<file path="src/rtl/lcd_bus_ctrl.sv">
// lcd_bus_ctrl
// Drives an HD44780-style character LCD in 8-bit write-only mode.
// After reset the block waits for the panel's power-on time. It then
// sends the four init commands (function set, display on, clear, entry
// mode) and raises init_done. From then on it serves one character write
// per request: an address command (DDRAM set) followed by the data byte.
// Each bus byte runs through SETUP -> ENABLE -> HOLD -> WAIT phases, and
// every phase length comes from a parameter.
//
// Ports
//   clk, rst_n        : clock (rising edge), asynchronous active-low reset
//   rq_lcd            : write request level, held until ack_lcd
//   lcd_row           : 0 = top line, 1 = bottom line
//   lcd_column[5:0]   : column 0..39; values >= 40 are acknowledged but dropped
//   lcd_char[7:0]     : character code to write
//   ack_lcd           : one-cycle pulse when a request is finished
//   init_done         : high from the first entry into IDLE until reset
//   lcd_rs/rw/e/data  : HD44780 bus (rw tied low, write only)
module lcd_bus_ctrl #(
  parameter int P_PWR  = 750000,
  parameter int P_AS   = 2,
  parameter int P_EW   = 12,
  parameter int P_H    = 2,
  parameter int P_EXEC = 2000,
  parameter int P_CLR  = 82000
) (
  input  logic       clk,
  input  logic       rst_n,
  input  logic       rq_lcd,
  input  logic       lcd_row,
  input  logic [5:0] lcd_column,
  input  logic [7:0] lcd_char,
  output logic       ack_lcd,
  output logic       init_done,
  output logic       lcd_rs,
  output logic       lcd_rw,
  output logic       lcd_e,
  output logic [7:0] lcd_data
);

  localparam int CW = 20;

  // Each phase loads N-1 on entry and advances when the counter reads 0,
  // so the phase lasts exactly N cycles. The power-on count is one less
  // because the first cycle after reset release is spent arming the counter.
  localparam logic [CW-1:0] C_PWR  = (P_PWR > 1) ? CW'(P_PWR - 2) : '0;
  localparam logic [CW-1:0] C_AS   = CW'(P_AS - 1);
  localparam logic [CW-1:0] C_EW   = CW'(P_EW - 1);
  localparam logic [CW-1:0] C_H    = CW'(P_H - 1);
  localparam logic [CW-1:0] C_EXEC = CW'(P_EXEC - 1);
  localparam logic [CW-1:0] C_CLR  = CW'(P_CLR - 1);
  localparam logic [CW-1:0] C_ONE  = CW'(1);

  typedef enum logic [2:0] {
    ST_PWR_WAIT,
    ST_INIT,
    ST_IDLE,
    ST_SET_ADDR,
    ST_WR_CHAR,
    ST_ACK
  } state_t;

  typedef enum logic [1:0] {
    PH_SETUP,
    PH_ENABLE,
    PH_HOLD,
    PH_WAIT
  } phase_t;

  state_t          st_q, st_d;
  phase_t          ph_q, ph_d;
  logic [CW-1:0]   cnt_q, cnt_d;
  logic [1:0]      idx_q, idx_d;
  logic            armed_q, armed_d;
  logic [7:0]      char_q, char_d;
  logic            e_q, e_d;
  logic            rs_q, rs_d;
  logic [7:0]      data_q, data_d;
  logic            ack_q, ack_d;
  logic            done_q, done_d;
  logic            clr_byte;

  function automatic logic [7:0] init_cmd(input logic [1:0] idx);
    case (idx)
      2'd0:    init_cmd = 8'h38;
      2'd1:    init_cmd = 8'h0C;
      2'd2:    init_cmd = 8'h01;
      default: init_cmd = 8'h06;
    endcase
  endfunction

  // The clear-display command needs the long execution wait.
  assign clr_byte = (st_q == ST_INIT) && (idx_q == 2'd2);

  always_comb begin
    st_d    = st_q;
    ph_d    = ph_q;
    cnt_d   = cnt_q;
    idx_d   = idx_q;
    armed_d = armed_q;
    char_d  = char_q;
    e_d     = e_q;
    rs_d    = rs_q;
    data_d  = data_q;
    ack_d   = 1'b0;
    done_d  = done_q;

    unique case (st_q)
      ST_PWR_WAIT: begin
        if (!armed_q) begin
          armed_d = 1'b1;
          cnt_d   = C_PWR;
        end else if (cnt_q == '0) begin
          st_d   = ST_INIT;
          idx_d  = 2'd0;
          data_d = init_cmd(2'd0);
          rs_d   = 1'b0;
          ph_d   = PH_SETUP;
          cnt_d  = C_AS;
        end else begin
          cnt_d = cnt_q - C_ONE;
        end
      end

      // All three byte-writing states share the same phase sequencer and
      // differ only in what happens once the execution wait is over.
      ST_INIT, ST_SET_ADDR, ST_WR_CHAR: begin
        if (cnt_q != '0) begin
          cnt_d = cnt_q - C_ONE;
        end else begin
          unique case (ph_q)
            PH_SETUP: begin
              e_d   = 1'b1;
              ph_d  = PH_ENABLE;
              cnt_d = C_EW;
            end
            PH_ENABLE: begin
              e_d   = 1'b0;
              ph_d  = PH_HOLD;
              cnt_d = C_H;
            end
            PH_HOLD: begin
              ph_d  = PH_WAIT;
              cnt_d = clr_byte ? C_CLR : C_EXEC;
            end
            PH_WAIT: begin
              ph_d  = PH_SETUP;
              cnt_d = C_AS;
              if (st_q == ST_INIT) begin
                if (idx_q == 2'd3) begin
                  st_d   = ST_IDLE;
                  done_d = 1'b1;
                end else begin
                  idx_d  = idx_q + 2'd1;
                  data_d = init_cmd(idx_q + 2'd1);
                  rs_d   = 1'b0;
                end
              end else if (st_q == ST_SET_ADDR) begin
                st_d   = ST_WR_CHAR;
                data_d = char_q;
                rs_d   = 1'b1;
              end else begin
                st_d  = ST_ACK;
                ack_d = 1'b1;
              end
            end
            default: ph_d = PH_SETUP;
          endcase
        end
      end

      // Row and column are folded into the address byte as they are
      // accepted; the character is kept for the second byte.
      ST_IDLE: begin
        if (rq_lcd) begin
          char_d = lcd_char;
          if (lcd_column >= 6'd40) begin
            st_d  = ST_ACK;
            ack_d = 1'b1;
          end else begin
            st_d   = ST_SET_ADDR;
            data_d = {1'b1, lcd_row, lcd_column};
            rs_d   = 1'b0;
            ph_d   = PH_SETUP;
            cnt_d  = C_AS;
          end
        end
      end

      ST_ACK: begin
        st_d = ST_IDLE;
      end

      default: st_d = ST_PWR_WAIT;
    endcase
  end

  // Bus outputs are registered, so an asserted reset drops E immediately
  // without waiting for a clock edge.
  always_ff @(posedge clk or negedge rst_n) begin
    if (!rst_n) begin
      st_q    <= ST_PWR_WAIT;
      ph_q    <= PH_SETUP;
      cnt_q   <= '0;
      idx_q   <= 2'd0;
      armed_q <= 1'b0;
      char_q  <= 8'h00;
      e_q     <= 1'b0;
      rs_q    <= 1'b0;
      data_q  <= 8'h00;
      ack_q   <= 1'b0;
      done_q  <= 1'b0;
    end else begin
      st_q    <= st_d;
      ph_q    <= ph_d;
      cnt_q   <= cnt_d;
      idx_q   <= idx_d;
      armed_q <= armed_d;
      char_q  <= char_d;
      e_q     <= e_d;
      rs_q    <= rs_d;
      data_q  <= data_d;
      ack_q   <= ack_d;
      done_q  <= done_d;
    end
  end

  assign lcd_e     = e_q;
  assign lcd_rs    = rs_q;
  assign lcd_rw    = 1'b0;
  assign lcd_data  = data_q;
  assign ack_lcd   = ack_q;
  assign init_done = done_q;

endmodule

</file>
<file path="config.mk">
export PLATFORM = sky130hd
export DESIGN_NAME = lcd_bus_ctrl
export DESIGN_NICKNAME = d
export VERILOG_FILES = /design/src/rtl/lcd_bus_ctrl.sv
export SDC_FILE = /design/constraint.sdc
export NUM_CORES = 1
export LEC_CHECK = 0
export BUFFER_PORTS_ARGS = -buffer_cell sky130_fd_sc_hd__buf_2
export CAP_MARGIN = 20
export CORE_ASPECT_RATIO = 1.2
export CORE_MARGIN = 2
export CORE_UTILIZATION = 53
export CTS_BUF_LIST = sky130_fd_sc_hd__clkbuf_4
export CTS_CLUSTER_SIZE = 28
export DETAILED_ROUTE_END_ITERATION = 16
export HOLD_SLACK_MARGIN = 0.1
export PLACE_DENSITY = 0.69
export SLEW_MARGIN = 20
export SYNTH_ARGS = -nofsm -noshare
export SYNTH_HDL_FRONTEND = slang
export SYNTH_SLANG_ARGS = --single-unit
</file>
<file path="constraint.sdc">
create_clock -name clk -period 2.39 [get_ports clk]
set_input_delay 0.1195 -clock clk [delete_from_list [all_inputs] [get_ports clk]]
set_output_delay 0.1195 -clock clk [all_outputs]
set_load 0.03 [all_outputs]
</file>
==> summary.md <==
| Metric | Value |
|---|---|
| CTS buffer count | 5 |
| EDFF count, synth | 0 |
| Grt total ovfl | 0 |
| Detailed Route Iter0 Violations | approximately 280 |
| Maximum root-to-sink buffer count | 2 |
| Final Max Slew Viols | 0 |
| CTS Sinks | 48 |
| Tcrit/Tclk final | 0.940 |
| Reg-to-Reg End | lcd_data[1]$_DFFE_PN0P_ |
| Gpl congestion | 0.885 |
| Fin util | 0.653 |
| Sequential share of the synthesized area | 0.381 |
| Cell Area, Synth | between 3000 and 4000 µm² |
| Synthesized instance count | approximately 330 |
| R2r worst-path depth | 7 |
| Flop-to-flop setup slack | around 140 ps |
| Async S/R FF share, synth | 1.00 |
| Die H | between 80 and 90 µm |
| Vias per cell | 6.11 |
| Vias in the first global route | approximately 2900 |
| Hold Path Depth | 4 |
| DRC viols | 0 |
| Worst hold path class | input pin to register |
| Largest family of logic cells by synthesized area | compound AO/OA/AOI/OAI gates |
| Max H-tree Level | 2 |
| Die ar. | between 6000 and 7000 µm² |
| Critical Path Fanout Max | 8 |
| Drt pass-1 iters | 5 |
| Worst skew pair latency | about 380 ps |
| # IOs | 31 |
| RSZ-0062 raised after global routing | false |
| Clock Skews | ~15 ps |
| CP Class | register to register |
| Static Leak | 0.00163 µW |
| DR WL/cell | between 15 and 20 µm |
| CTS Root Cell | clkbuf_4 |
| Adder-Cell Fraction of Synth Area | 0.0477 |
| Initial antenna violation count | 0 |
| Clock Pin Slew Worst Setup and Hold Paths | 160 ps |
| CTS tree | built |
| Nets | approximately 420 |
| First-pass GRT wire length | 13.7 mm |
| Gr usage total | 0.272 |
| Largest net degree at the start of global routing | 49 |
| Fmax achieved | 445 MHz |
| CP Launch Type | register |
| Max-cap viol count | 0 |
| Detailed Place HPWL | 6.04 mm |
| N_diodes | 0 |
| Hold EP | lcd_data[6]$_DFFE_PN0P_ |
| Final worst setup slack | between 100 and 150 ps |
| Layout cells sized above 1 | 0.272 |
| VDD IR max | roughly 0.27 mV |
| Synth Area in Simple Gates | 0.184 |
| Total wire length | around 8.3 mm |
| Routed vias | 2874 |
| Register bit total from synthesis | between 40 and 50 |
| Status | finished clean |
| Layout area overhead | 18.3% |
| Initial Utilization | 0.552 |
| Row count | 30 |
| Crit. End Element | register |
| Reg-to-Reg Start | cnt_q[0]$_DFFE_PN0P_ |
| Post-synth cell types | 61 |
| Worst slack at placement | between 70 and 80 ps |
| Final hold vios | 0 |
| PortBufs | 29 |
| Setup Fix Bufs, Post-CTS | 0 |
| Most used flip-flop cell after synthesis | dfrtp_1 |
| Mux contribution to synthesized area | 0.106 |
| Arr. time, crit path | between 2000 and 3000 ps |
| Yosys warning count | 0 |
| Hold Path Origin | lcd_row |
| Filler cells | 492 |
| Syn nets | 362 |
| Compound-Gate Fraction of Synth Area | 0.217 |
| Final setup viols | 0 |
| Pwr dens | 376 nW/µm² |
| Syn Area/Cell | around 9.5 µm² |
| WP data required | around 2700 ps |
| Die Wd | 74.4 µm |
| DRT antenna net count | 0 |
| Setup TNS | 0 ps |
| Post-layout min period | about 2200 ps |
| Synth Area in XOR/XNOR | 0.0139 |
| Core area | between 5000 and 6000 µm² |
==> area by class of cell <==
type                    instances  area (µm²)  share of cell area
multi-input cells             248        1800               0.482
repair buffers                 69         480               0.129
flip-flops and latches         48        1200               0.322
clock buffers                   5        37.5              0.0101
inverters                      17        63.8              0.0171
well taps                      80         100              0.0269
clock inverters                 3        47.5              0.0128
==> layout by cell type (no fill, tap or decap), types with 6 or more instances in the layout <==
cell	instances
a211o_1	6
a21oi_1	18
buf_2	29
buf_4	30
dfrtp_1	48
dlygate4sd3_1	9
ha_1	12
inv_1	17
mux2_2	15
mux2i_1	9
nand2_1	15
nand3_1	9
nor2_1	31
nor3_1	10
nor4_1	6
o21ai_0	24
o22ai_1	7
==> power by group <==
| group | internal (µW) | leakage (µW) | switching [µW] |
|---|---|---|---|
| clock | 224 | 0.0000454 | 287 |
| combinational | 32.2 | 0.00104 | 32.6 |
| sequential | 819 | 0.000548 | 4.91 |
==> per-layer routing <==
metal / track usage / wire [µm]
met2: 0.483 / 4340
met1: 0.332 / 3400
met3: 0.0399 / 357
met5: 0 / 0
met4: 0.101 / 225
==> repair_timing <==
action,4_1_cts,5_1_grt
endpoints found under the setup margin,0,7
gates resized for setup,0,1
hold buffers,9,0
endpoints found under the hold margin,56,0
==> logic make-up after synthesis <==
logic type	count (synthesis)
buffers and inverters	36
DFF	48
AOI/OAI and AO/OA	97
muxes	29
adders and majority gates	12
and+or+nand+nor	104
xor gates and xnor gates	5
other	1
==> synth_stat cells (all sizes together), types with 5 or more instances <==
cell	number	area share
o22ai	7	0.014
nor4	10	0.033
clkbuf	12	0.014
o211ai	5	0.016
dfrtp	48	0.38
nor2b	5	0.0099
mux2i	9	0.029
buf	7	0.014
nand3	9	0.014
a211o	6	0.017
nand2	15	0.018
nor3	12	0.022
inv	17	0.020
mux2	20	0.077
nor2	31	0.037
a21oi	18	0.029
o21ai	24	0.038
ha	12	0.048
==> how the worst max path moves through the flow <==
stage / startpoint / endpoint / slack, ps
global placement: cnt_q[0]$_DFFE_PN0P_ / lcd_rs$_DFFE_PN0P_ / 130
floorplan: cnt_q[0]$_DFFE_PN0P_ / lcd_data[0]$_DFFE_PN0P_ / 250
finish: cnt_q[0]$_DFFE_PN0P_ / lcd_data[1]$_DFFE_PN0P_ / 140
CTS: cnt_q[0]$_DFFE_PN0P_ / lcd_data[1]$_DFFE_PN0P_ / 70
global route: cnt_q[7]$_DFFE_PN0P_ / ph_q[0]$_DFFE_PN0P_ / 30
detailed placement: cnt_q[0]$_DFFE_PN0P_ / lcd_data[1]$_DFFE_PN0P_ / 80
==> per-stage QoR <==
step / instances / power, µW / hold WS [ps] / cell area (µm²)
2_1_floorplan: 332 / 856 / -176 / 3150
3_3_place_gp: 453 / 892 / 129 / 3550
3_5_place_dp: 453 / 893 / 129 / 3550
4_1_cts: 470 / 1410 / 148 / 3720
5_1_grt: 470 / 1450 / 207 / 3730
6_report: 470 / 1400 / 149 / 3730
==> state kept, by name, summed over array words and instances (netlist names) <==
signal / cells
lcd_e: 1
st_q: 3
idx_q: 2
lcd_data: 8
ph_q: 2
char_q: 8
cnt_q: 20
ack_lcd: 1
armed_q: 1
init_done: 1
lcd_rs: 1
==> critical path, stage by stage (launching register included) <==
cell and delay, ps:
dfrtp_1 430, inv_1 110, ha_1 140, nor2b_1 230
and4_4 300, o211ai_4 90, a2111o_2 500, mux2_4 340
Power figures use the tool's default switching activity.
